`src/rtl/apple1_pkg.sv`:
```
// Shared definitions for the Apple-1 style PIA keyboard/display slice.
// Contents: PIA register offsets, key strobe bit, lowercase ASCII bounds,
// the key datapath width and the keystroke normalisation helper.
package apple1_pkg;

  // Register offsets within 0xD010-0xD013 (ab[1:0]).
  typedef enum logic [1:0] {
    PIA_KBD   = 2'd0,
    PIA_KBDCR = 2'd1,
    PIA_DSP   = 2'd2,
    PIA_DSPCR = 2'd3
  } pia_reg_e;

  localparam int         KEY_WIDTH         = 8;
  localparam logic [7:0] KEY_STROBE        = 8'h80;
  localparam logic [7:0] ASCII_LOWER_FIRST = 8'h61;
  localparam logic [7:0] ASCII_LOWER_LAST  = 8'h7A;

  // The monitor only understands upper case, and it expects every key
  // with bit7 set, as the original keyboard strobe delivered it.
  function automatic logic [7:0] fold_key(input logic [7:0] key);
    logic [7:0] folded;
    folded = key;
    if (key >= ASCII_LOWER_FIRST && key <= ASCII_LOWER_LAST) begin
      folded[5] = 1'b0;
    end
    return folded | KEY_STROBE;
  endfunction

endpackage

```
`src/rtl/key_fifo.sv`:
```
// Synchronous FIFO buffering normalised keystrokes until the CPU reads KBD.
// Ports: clk25/rst (async, active-high), push/din write side,
// pop/dout read side (dout is the current head, valid when !empty),
// full/empty status. Pushes while full and pops while empty are ignored.
module key_fifo
  import apple1_pkg::*;
#(
  parameter int DEPTH = 4,
  parameter int WIDTH = KEY_WIDTH
) (
  input  logic             clk25,
  input  logic             rst,
  input  logic             push,
  input  logic             pop,
  input  logic [WIDTH-1:0] din,
  output logic [WIDTH-1:0] dout,
  output logic             full,
  output logic             empty
);

  localparam int AW = $clog2(DEPTH);

  // Pointers carry one extra wrap bit so full and empty are distinguishable.
  logic [AW:0]      wr_ptr_q, wr_ptr_d;
  logic [AW:0]      rd_ptr_q, rd_ptr_d;
  logic [WIDTH-1:0] mem_q [DEPTH];
  logic             push_ok;
  logic             pop_ok;

  assign empty   = (wr_ptr_q == rd_ptr_q);
  assign full    = (wr_ptr_q[AW] != rd_ptr_q[AW]) &&
                   (wr_ptr_q[AW-1:0] == rd_ptr_q[AW-1:0]);
  assign push_ok = push && !full;
  assign pop_ok  = pop && !empty;
  assign dout    = mem_q[rd_ptr_q[AW-1:0]];

  always_comb begin
    wr_ptr_d = wr_ptr_q;
    rd_ptr_d = rd_ptr_q;
    if (push_ok) wr_ptr_d = wr_ptr_q + (AW+1)'(1);
    if (pop_ok)  rd_ptr_d = rd_ptr_q + (AW+1)'(1);
  end

  always_ff @(posedge clk25 or posedge rst) begin
    if (rst) begin
      wr_ptr_q <= '0;
      rd_ptr_q <= '0;
    end else begin
      wr_ptr_q <= wr_ptr_d;
      rd_ptr_q <= rd_ptr_d;
    end
  end

  // NOTE: storage is deliberately not reset; empty pointers already mask
  // stale entries, and an unreset array maps onto plain RAM/flops.
  always_ff @(posedge clk25) begin
    if (push_ok) mem_q[wr_ptr_q[AW-1:0]] <= din;
  end

endmodule

```
`src/rtl/kbd_dsp_pia.sv`:
```
// Apple-1 keyboard/display port (6821 PIA subset) at 0xD010-0xD013.
// Ports: clk25/rst (async, active-high); CPU bus enable/cs/address/w_en/
// din/dout; keyboard source key_valid/key_data/key_ready; display sink
// dsp_valid/dsp_data/dsp_ready. Holds bus decode, key case fold, the
// display latch with its busy handshake, and the sticky drop flag.
module kbd_dsp_pia
  import apple1_pkg::*;
#(
  parameter int KEY_FIFO_DEPTH = 4
) (
  input  logic       clk25,
  input  logic       rst,
  input  logic       enable,
  input  logic       cs,
  input  logic [1:0] address,
  input  logic       w_en,
  input  logic [7:0] din,
  output logic [7:0] dout,
  input  logic       key_valid,
  input  logic [7:0] key_data,
  output logic       key_ready,
  output logic       dsp_valid,
  output logic [6:0] dsp_data,
  input  logic       dsp_ready
);

  pia_reg_e   reg_sel;
  logic       bus_rd;
  logic       bus_wr;
  logic       fifo_full;
  logic       fifo_empty;
  logic       key_pop;
  logic [7:0] key_head;

  logic       busy_q, busy_d;
  logic [6:0] dsp_data_q, dsp_data_d;
  logic       drop_q, drop_d;

  // Bit 7 of a display write has no meaning on this port.
  logic       unused_din_msb;
  assign unused_din_msb = din[7];

  assign reg_sel = pia_reg_e'(address);
  assign bus_rd  = cs && enable && !w_en;
  assign bus_wr  = cs && enable && w_en;
  assign key_pop = bus_rd && (reg_sel == PIA_KBD);

  // Key pushes run on clk25 alone; the keyboard sources do not know about
  // the CPU clock enable.
  key_fifo #(
    .DEPTH(KEY_FIFO_DEPTH),
    .WIDTH(KEY_WIDTH)
  ) u_key_fifo (
    .clk25 (clk25),
    .rst   (rst),
    .push  (key_valid),
    .pop   (key_pop),
    .din   (fold_key(key_data)),
    .dout  (key_head),
    .full  (fifo_full),
    .empty (fifo_empty)
  );

  assign key_ready = !fifo_full;
  assign dsp_valid = busy_q;
  assign dsp_data  = dsp_data_q;

  // A write arriving on the handshake edge sees busy still set and is
  // dropped; the CPU is expected to poll DSP bit7 first.
  always_comb begin
    busy_d     = busy_q;
    dsp_data_d = dsp_data_q;
    drop_d     = drop_q;
    if (busy_q && dsp_ready) busy_d = 1'b0;
    if (bus_wr && reg_sel == PIA_DSP) begin
      if (busy_q) begin
        drop_d = 1'b1;
      end else begin
        dsp_data_d = din[6:0];
        busy_d     = 1'b1;
      end
    end
    if (bus_wr && reg_sel == PIA_DSPCR) drop_d = 1'b0;
  end

  // NOTE: sequential state uses non-blocking assignments only, so every
  // register samples the pre-edge values computed above.
  always_ff @(posedge clk25 or posedge rst) begin
    if (rst) begin
      busy_q     <= 1'b0;
      dsp_data_q <= '0;
      drop_q     <= 1'b0;
    end else begin
      busy_q     <= busy_d;
      dsp_data_q <= dsp_data_d;
      drop_q     <= drop_d;
    end
  end

  // Read mux depends only on registered state and the address; it is not
  // gated by enable so the value is stable across the whole CPU cycle.
  always_comb begin
    dout = 8'h00;
    if (cs) begin
      case (reg_sel)
        PIA_KBD:   dout = fifo_empty ? 8'h00 : key_head;
        PIA_KBDCR: dout = {!fifo_empty, 7'b0};
        PIA_DSP:   dout = {busy_q, dsp_data_q};
        PIA_DSPCR: dout = {7'b0, drop_q};
        default:   dout = 8'h00;
      endcase
    end
  end

endmodule

```
`config.mk`:
```
export PLATFORM = sky130hd
export DESIGN_NAME = kbd_dsp_pia
export DESIGN_NICKNAME = d
export VERILOG_FILES = /design/src/rtl/apple1_pkg.sv /design/src/rtl/key_fifo.sv /design/src/rtl/kbd_dsp_pia.sv
export SDC_FILE = /design/constraint.sdc
export NUM_CORES = 1
export LEC_CHECK = 0
export ABC_AREA = 1
export CAP_MARGIN = 20
export CORE_MARGIN = 2
export CORE_UTILIZATION = 45
export CTS_BUF_LIST = sky130_fd_sc_hd__clkbuf_4 sky130_fd_sc_hd__clkbuf_8
export DETAILED_ROUTE_END_ITERATION = 10
export PLACE_DENSITY = 0.71
export SYNTH_ARGS = -nofsm -noshare
export SYNTH_HDL_FRONTEND = slang
export SYNTH_SLANG_ARGS = --single-unit
```
`constraint.sdc`:
```
create_clock -name clk25 -period 1.8 [get_ports clk25]
set_clock_uncertainty 0.1 [all_clocks]
set_input_delay 0.18 -clock clk25 [delete_from_list [all_inputs] [get_ports clk25]]
set_output_delay 0.18 -clock clk25 [all_outputs]
set_load 0.005 [all_outputs]
```
== Word level (Yosys, flattened, before mapping) ==
Memories as Yosys holds them, arrays and structs flattened.
Cells that the tools add are included.
Storage, ports and cells
  bits in registers: 15
  RAM bits: 28
  input bits: 25
  output and inout bits: 17
  word-level logic and storage cells: 48
  memories kept: 1
Memory list
  u_key_fifo.mem_q: depth 4, bits a word 7, rd ports 1, clocked after memory_dff 0, wr ports 1, RTL line key_fifo.sv:26  | logic [WIDTH-1:0] mem_q [DEPTH];
Cells by class
  add/sub/neg operators: 2
  order comparisons: 2
  eq/ne operators: 6
  muxes and demuxes: 12
  bitwise operators: 1
  reductions and logical operators: 19
Operator list (number)
  $pmux W8 S4: 1
  $mux W8: 2
  $logic_and A1 B1 Y1: 11
  $mux W1: 9
  $ge A8 B7 Y1 const B: 1
  $le A8 B7 Y1 const B: 1
  $add A3 B1 Y3 const B: 2
  $eq A2 B2 Y1 const B: 2
  $reduce_and A2 Y1: 2
  $reduce_bool A2 Y1: 2
  $eq A3 B3 Y1: 1
  $logic_not A1 Y1: 3
  $eq A2 B1 Y1 const B: 1
  $eq A2 B2 Y1: 1
  $logic_not A2 Y1: 1
  $ne A1 B1 Y1: 1
  $not A1 Y1: 1

== Logic depth before layout (Yosys ltp) ==
Gate-level depths: netlist of run 1.
  word-level depth: 6
  depth in mapped cells: 9
  mapped depth without buffers: 8

== Modules after synthesis ==
A second synthesis of run 1 with hierarchy kept.
Unflattened totals
  cell total of the unflattened synthesis: 234
  area total of the unflattened synthesis: 2268.4 um2
By module, submodules not included
  key_fifo: instances 1, cells an instance 139, area an instance 1662.8 um2, sequential area each 1111.1 um2
  kbd_dsp_pia: instances 1, cells an instance 95, area an instance 605.6 um2, sequential area each 225.2 um2

== Least setup slack after synthesis of run 1 ==
OpenSTA, ideal clock, no wires.
  path type: reg2reg
  from: reg u_key_fifo.rd_ptr_q[0]
  to: mem u_key_fifo.mem_q[0][0] in the netlist's numbering (enable)
  setup time: 0.360 ns
  arrival time: 1.175 ns
  data required time: 1.340 ns
  path slack: 0.165 ns
  cell stages (with the launch flop): 7
  path buffers: 1
  clock period less this slack: 1.635 ns
  path through: dfrtp_1 buf_6 nand2_1 nand2_4 nand3b_4 nand2_4 nor2_1
Between the ends
  cells in the longest elaborated chain, start to end: 6
Ends and longest elaborated chain
  from (decl): RTL line key_fifo.sv:25  | logic [AW:0] rd_ptr_q, rd_ptr_d;
  from (signal assigned): RTL line key_fifo.sv:50  | rd_ptr_q <= rd_ptr_d;
  $eq A2 B2 Y1: RTL line key_fifo.sv:32  | (wr_ptr_q[AW-1:0] == rd_ptr_q[AW-1:0]);
  $logic_and A1 B1 Y1: RTL line key_fifo.sv:31  | assign full = (wr_ptr_q[AW] != rd_ptr_q[AW]) &&
  $logic_not A1 Y1
  named net key_ready: RTL line kbd_dsp_pia.sv:21  | output logic key_ready,
  $logic_and A1 B1 Y1: RTL line key_fifo.sv:33  | assign push_ok = push && !full;
  $mux W1: RTL line key_fifo.sv:57  | if (push_ok) mem_q[wr_ptr_q[AW-1:0]] <= din;
  $mux W1 (not written as such): RTL line key_fifo.sv:57
  to (decl): RTL line key_fifo.sv:26
The timed path passes the listed nets, and every way through them passes these cells.

== Worst setup path in the final report of run 1 ==
  from: reg u_key_fifo.rd_ptr_q[0]
  to: out dout[4]
Between the ends
  cells in the longest elaborated chain, start to end: 4
  elaborated cells on any way between the ends: 5
  classes of those cells: eq/ne (1); mux (3); memory (1)
Ends and longest elaborated chain
  $mem_v2 Z4 W7 or $eq A3 B3 Y1 (tied branches)
  $mux W8 *: RTL line kbd_dsp_pia.sv:106  | PIA_KBD: dout = fifo_empty ? 8'h00 : key_head;
  $pmux W8 S4 *: RTL line kbd_dsp_pia.sv:105  | case (reg_sel)
  $mux W8 *: RTL line kbd_dsp_pia.sv:104  | if (cs) begin
  to (decl): RTL line kbd_dsp_pia.sv:18  | output logic [7:0] dout,
Every way passes the cells marked *; elsewhere a longest branch is shown, timed or not.

==> flow_metrics.tcl, run 1 <==
set metrics [dict create \
    outcome "finished, violations left" \
    violations "setup timing" \
    grt_pass1_vias 1768 \
    hold_class "input pin to async pin" \
    min_period_ns 1.89 \
    whs_ns 0.137 \
    cp_slowest_cell "dfrtp_2" \
    p_per_area_nw_per_um2 1380 \
    grt_max_degree 17 \
    worstPathCellList "buf_6, buf_6, buf_6, nand2_4, nand2_2, nand2_2, nand2_2, nand3_2, a21oi_1, buf_2" \
    fin_crit_sh 1.05 \
    wl_um 4970 \
    syn-num-nets 269 \
    worst_setup_path_start_kind "register" \
    area_delta_synth_final_pct 45.5 \
    yosysWarnings 0 \
    synth_area_leader_cell "edfxtp_1" \
    nets 350 \
    cap_viol_max_count 0 \
    cts_made_buffers 5 \
    cts.sinks 43 \
    avgSynthCellArea_um2 9.19 \
    power_leakage_nw 1.46 \
    drive_above_1_share 0.352 \
    path_class "register to output port" \
    ir_drop_mv 0.659 \
    overflow 0 \
    final_util 0.677 \
    drt_pass1_iterations 4 \
    relSlewSlack 0.595 \
    antenna_found_initial 0 \
    netlist_area_um2 2200 \
    remaining_drc_errors 0 \
    start_util 0.465 \
    slew_violations 0 \
    fp-row-count 25 \
    clock_path_buffers 2 \
    vias 1850 \
    reg2reg_depth 8 \
    layout_common_cells "nand2_1 (74), clkdlybuf4s50_1 (31), edfxtp_1 (28), buf_4 (27), inv_1 (26)" \
    dp_hpwl_um 3320 \
    ys_types 26 \
    clkSlewWorstSetupHoldPaths_ns 0.10 \
    synthTopCellsByArea "edfxtp_1 (38%), dfrtp_1 (17%), nand2_1 (16%)" \
    cts_tree "yes" \
    worst_pin_slew_ns 0.606 \
    final-hold-violation-count 0 \
    routed_via_density 4.77 \
    worstPathArrival_ns 1.61 \
    postLayoutSetupSlackWorst_ns -0.0915 \
    coreArea_um2 4720 \
    ys_ff_latch 43 \
    syn_inst 239 \
    yosysTopAreaCellShare 0.383 \
    clk_latency_ns 0.30 \
    grt_pass1_wl_um 8050 \
    track_usage 0.200 \
    port_buffers 40 \
    wl_met1_um 2080 \
    yosysSeqAreaShare 0.554 \
    cts_max_level 2 \
    io_pins 42 \
    root_buffer "clkbuf_8" \
    gp_congestion 0.773 \
    route.met3.wl_um 224 \
    fp.dieH_um 73.9 \
    detail-route-antenna-nets 0 \
    final_common_cell "nand2_1" \
    route.met2.wl_um 2610 \
    setup_violations 7 \
    crit_path_max_incr_delay_ns 0.44 \
    end_kind "output port" \
    crit_fanout 5 \
    drtIter0Drc 59 \
    antenna_cells 0 \
    crit_required_ns 1.52 \
    max_freq_ghz 0.529 \
    rsz0062_at_grt "yes" \
    top_layer_used "met4" \
    die_area_um2 5460 \
    die_w_um 73.9 \
    wl_per_cell_um 12.8 \
]
==> critical path, delay by kind of cell (launching register included) <==
family	cells	cell delay (ns)
buffers and inverters	4	0.46
AOI/OAI and AO/OA	1	0.14
and+or+nand+nor	5	0.28
DFF	1	0.44
==> sequential cells by signal, indices dropped and copies added, names as in the netlist <==
register,cells
u_key_fifo.rd_ptr_q,3
drop_q,1
u_key_fifo.wr_ptr_q,3
u_key_fifo.mem_q,28
dsp_valid,1
dsp_data,7
==> report_power, final <==
group          internal, W  switching (W)  total [W]
clock             0.000285       0.000359   0.000644
sequential         0.00130       0.000154    0.00146
combinational      0.00110        0.00119    0.00230
total              0.00269        0.00171    0.00440
==> stage by stage <==
stage                     instances  worst slack [ns]  cell area (um^2)  total power (W)  setup TNS [ns]
after floorplan                 239             0.165              2200          0.00250               0
after global placement          366            -0.216              2840          0.00315           -1.37
after detailed placement        366            -0.233              2840          0.00319           -1.51
after CTS                       387            -0.125              3060          0.00416          -0.545
after global routing            388            -0.164              3200          0.00470          -0.913
final                           388           -0.0915              3200          0.00440          -0.326
==> cell usage after synthesis, drive strengths merged <==
cell,number
nor3,3
inv,30
edfxtp,28
o22ai,1
nand3b,1
nor2,8
o21a,1
xnor2,2
xor2,1
nand3,23
buf,5
ha,5
dfrtp,15
a21oi,9
o21ai,3
nand2,104
==> what timing repair did <==
| action | CTS | global route |
|---|---|---|
| cloned | 2 | 0 |
| gates resized for setup | 54 | 40 |
| setup endpoints to repair | 9 | 16 |
| buffers inserted | 11 | 2 |
| hold buffers | 0 | 0 |
| pin swaps | 18 | 18 |
==> path summary, 6_finish.rpt <==
path,from,end,slack (ns)
hold reg to reg,dsp_data[6],dsp_data[6],0.40
max in group asynchronous,rst,u_key_fifo.rd_ptr_q[0],1.03
min in group clk25,dsp_ready,dsp_valid,0.32
setup / recovery,u_key_fifo.rd_ptr_q[0],dout[4],-0.09
hold / removal,rst,dsp_valid,0.14
setup reg to reg,u_key_fifo.rd_ptr_q[0],u_key_fifo.mem_q[3][4],0.07
==> cells by family (layout without fill, tap and decap cells) <==
group | count (synthesis) | count (layout) | share of synthesized area
DFF | 43 | 43 | 0.554
AOI/OAI and AO/OA | 14 | 14 | 0.0336
buffers and inverters | 35 | 116 | 0.0797
adders and majority gates | 5 | 5 | 0.0285
xor gates and xnor gates | 3 | 3 | 0.0120
and+or+nand+nor | 139 | 140 | 0.293
==> cell type report <==
class                      instances  area, um^2
fill                             355        1530
sequential                        43        1220
timing repair buffer              77         688
clock inverter                     3        26.3
inverter                          30         128
timing repair inverter             1        11.3
multi-input combinational        162         972
clock buffer                       5        68.8
tap                               67        83.8
==> layer usage <==
layer	vias up	track usage
met3	8	0.0439
met2	60	0.361
met5	-	0
li1	925	-
met4	0	0.0566
met1	857	0.236
(Power assumes the default switching activity.)
==> run 2, diff against run 1 <==
--- a/config.mk
+++ b/config.mk
@@ -6,11 +6,10 @@
 export NUM_CORES = 1
 export LEC_CHECK = 0
 export ABC_AREA = 1
-export CAP_MARGIN = 20
-export CORE_MARGIN = 2
 export CORE_UTILIZATION = 45
 export CTS_BUF_LIST = sky130_fd_sc_hd__clkbuf_4 sky130_fd_sc_hd__clkbuf_8
 export DETAILED_ROUTE_END_ITERATION = 10
+export HOLD_SLACK_MARGIN = 0.06
 export PLACE_DENSITY = 0.71
 export SYNTH_ARGS = -nofsm -noshare
 export SYNTH_HDL_FRONTEND = slang
==> flow_metrics.tcl, run 2 (synthesis gave the netlist of run 1 again) <==
set metrics [dict create \
    cts.sinks 43 \
    final_cells 382 \
    grt_pass1_wl_um 8290 \
    drive_above_1_share 0.346 \
    slew_violations 0 \
    worstPathArrival_ns 1.59 \
    vias 1799 \
    dp_hpwl_um 3300 \
    overflow 0 \
    setup_violations 8 \
    crit_fanout 6 \
    drt_pass1_iterations 6 \
    min_period_ns 1.87 \
    placed_cells 365 \
    worst_pin_slew_ns 0.599 \
    gp_congestion 0.817 \
    rr_endpoint "u_key_fifo.mem_q[0][6]" \
    violations "setup timing" \
    p_per_area_nw_per_um2 1350 \
    cp_slowest_cell "dfrtp_2" \
    grt_pass1_vias 1729 \
    fin_area_um2 3150 \
    postLayoutSetupSlackWorst_ns -0.0709 \
    reg2reg_from "u_key_fifo.rd_ptr_q[0]" \
    fin_crit_sh 1.04 \
    cap_viol_max_count 0 \
    placed_area_um2 2840 \
    antenna_found_initial 0 \
    clk_latency_ns 0.29 \
    io_pins 42 \
    path_delay_family "flip-flops" \
    coreArea_um2 4720 \
    routed_via_density 4.71 \
    ir_drop_mv 0.629 \
    final-hold-violation-count 0 \
    max_freq_ghz 0.535 \
    clock_path_buffers 2 \
    die_area_um2 5170 \
    end_kind "output port" \
    reg2reg_depth 9 \
    dp_worst_setup_slack_ns -0.248 \
    multi_input_area_um2 967 \
    worstPathCellList "buf_6, inv_8, nand2_2, nand2_4, nand3_4, nand3_2, a21oi_2, buf_2" \
    cts_tree "yes" \
    wl_um 5110 \
    wl_per_cell_um 13.4 \
    fp.dieH_um 71.9 \
    antenna_cells 0 \
    crit_path_max_incr_delay_ns 0.48 \
    root_buffer "clkbuf_8" \
    crit_required_ns 1.52 \
    remaining_drc_errors 0 \
    fin_tns_setup_ns -0.418 \
    fillers 370 \
    track_usage 0.214 \
    cp.buffers_inverters 3 \
    final_util 0.667 \
    relSlewSlack 0.600 \
    cts_made_buffers 5 \
    clkSlewWorstSetupHoldPaths_ns 0.08 \
    layout_common_cells "nand2_1 (76), clkdlybuf4s50_1 (31), edfxtp_1 (28), inv_1 (26), nand2_2 (21)" \
    start_util 0.465 \
    drtIter0Drc 64 \
    path_class "register to output port" \
    fp-row-count 25 \
    area_delta_synth_final_pct 43.4 \
    largest_reg_flops 28 \
    final_common_cell "nand2_1" \
    r2r_setup_slack_ns 0.04 \
    grt_max_degree 16 \
    outcome "finished, violations left" \
    cts_max_level 2 \
    nets 344 \
    die_w_um 71.9 \
    rsz0062_at_grt "yes" \
    seq_area_um2 1220 \
    hold_class "input pin to async pin" \
    detail-route-antenna-nets 0 \
    port_buffers 40 \
    worst_setup_path_start_kind "register" \
    power_leakage_nw 1.43 \
]
[run 2: cell types whose count changed in the layout (fill, tap and decap cells not counted), moves of 2 or more]
cell / change
nor2_2: +3
a21oi_2: +2
nand2_1: +2
a21oi_1: -2
inv_6: -2
clkinv_2: +3
nand2_4: -2
buf_6: +2
buf_4: -7
nor2_1: -3
[run 2: worst max path at each step]
stage	start	cells past startpoint	slack (ns)	end
3_5_place_dp	address[1]	7	-0.25	dout[4]
3_3_place_gp	address[1]	8	-0.19	dout[0]
2_1_floorplan	u_key_fifo.rd_ptr_q[0]	6	0.16	u_key_fifo.mem_q[0][0]
5_1_grt	u_key_fifo.rd_ptr_q[0]	9	-0.15	dout[4]
6_report	u_key_fifo.rd_ptr_q[0]	8	-0.07	dout[1]
4_1_cts	u_key_fifo.rd_ptr_q[0]	9	-0.06	dout[2]
[run 2: area by class of cell]
cell class | instances | area share
Inverter | 30 | 0.0421
Timing Repair Buffer | 71 | 0.207
Multi-Input combinational cell | 162 | 0.307
Clock inverter | 3 | 0.00477
Tap cell | 67 | 0.0266
Timing Repair inverter | 1 | 0.00357
Clock buffer | 5 | 0.0218
Sequential cell | 43 | 0.387
[run 2: what timing repair did]
item | 4_1_cts | 5_1_grt
hold buffers | 0 | 0
endpoints found under the setup margin | 9 | 37
resized for setup | 59 | 36
setup buffers | 9 | 0
gates cloned | 3 | 0
pin swaps | 11 | 19
[run 2: metrics by stage]
step	power [W]	hold slack, ns
after global routing	0.00453	0.224
after CTS	0.00418	0.161
after detailed placement	0.00317	0.390
after global placement	0.00313	0.385
final	0.00425	0.142
after floorplan	0.00250	-0.0185
[run 2: where the power goes]
part           switching, W  total [W]  internal [W]
clock network      0.000327   0.000593      0.000266
registers          0.000163    0.00147       0.00130
logic               0.00117    0.00219       0.00102
[run 2: layer usage]
layer / vias up / global-route usage / wire length (um)
li1: 910 / - / -
met3: 12 / 0.0450 / 294
met2: 60 / 0.363 / 2570
met4: 0 / 0.0806 / 104
met1: 817 / 0.271 / 2140
met5: - / 0 / 0
==> run 3, diff against run 2 <==
--- a/config.mk
+++ b/config.mk
@@ -8,6 +8,7 @@
 export ABC_AREA = 1
 export CORE_UTILIZATION = 45
 export CTS_BUF_LIST = sky130_fd_sc_hd__clkbuf_4 sky130_fd_sc_hd__clkbuf_8
+export CTS_CLUSTER_SIZE = 40
 export DETAILED_ROUTE_END_ITERATION = 10
 export HOLD_SLACK_MARGIN = 0.06
 export PLACE_DENSITY = 0.71
==> results of run 3 <==
No change in the layout: final DEF, timing and power equal those of run 2.
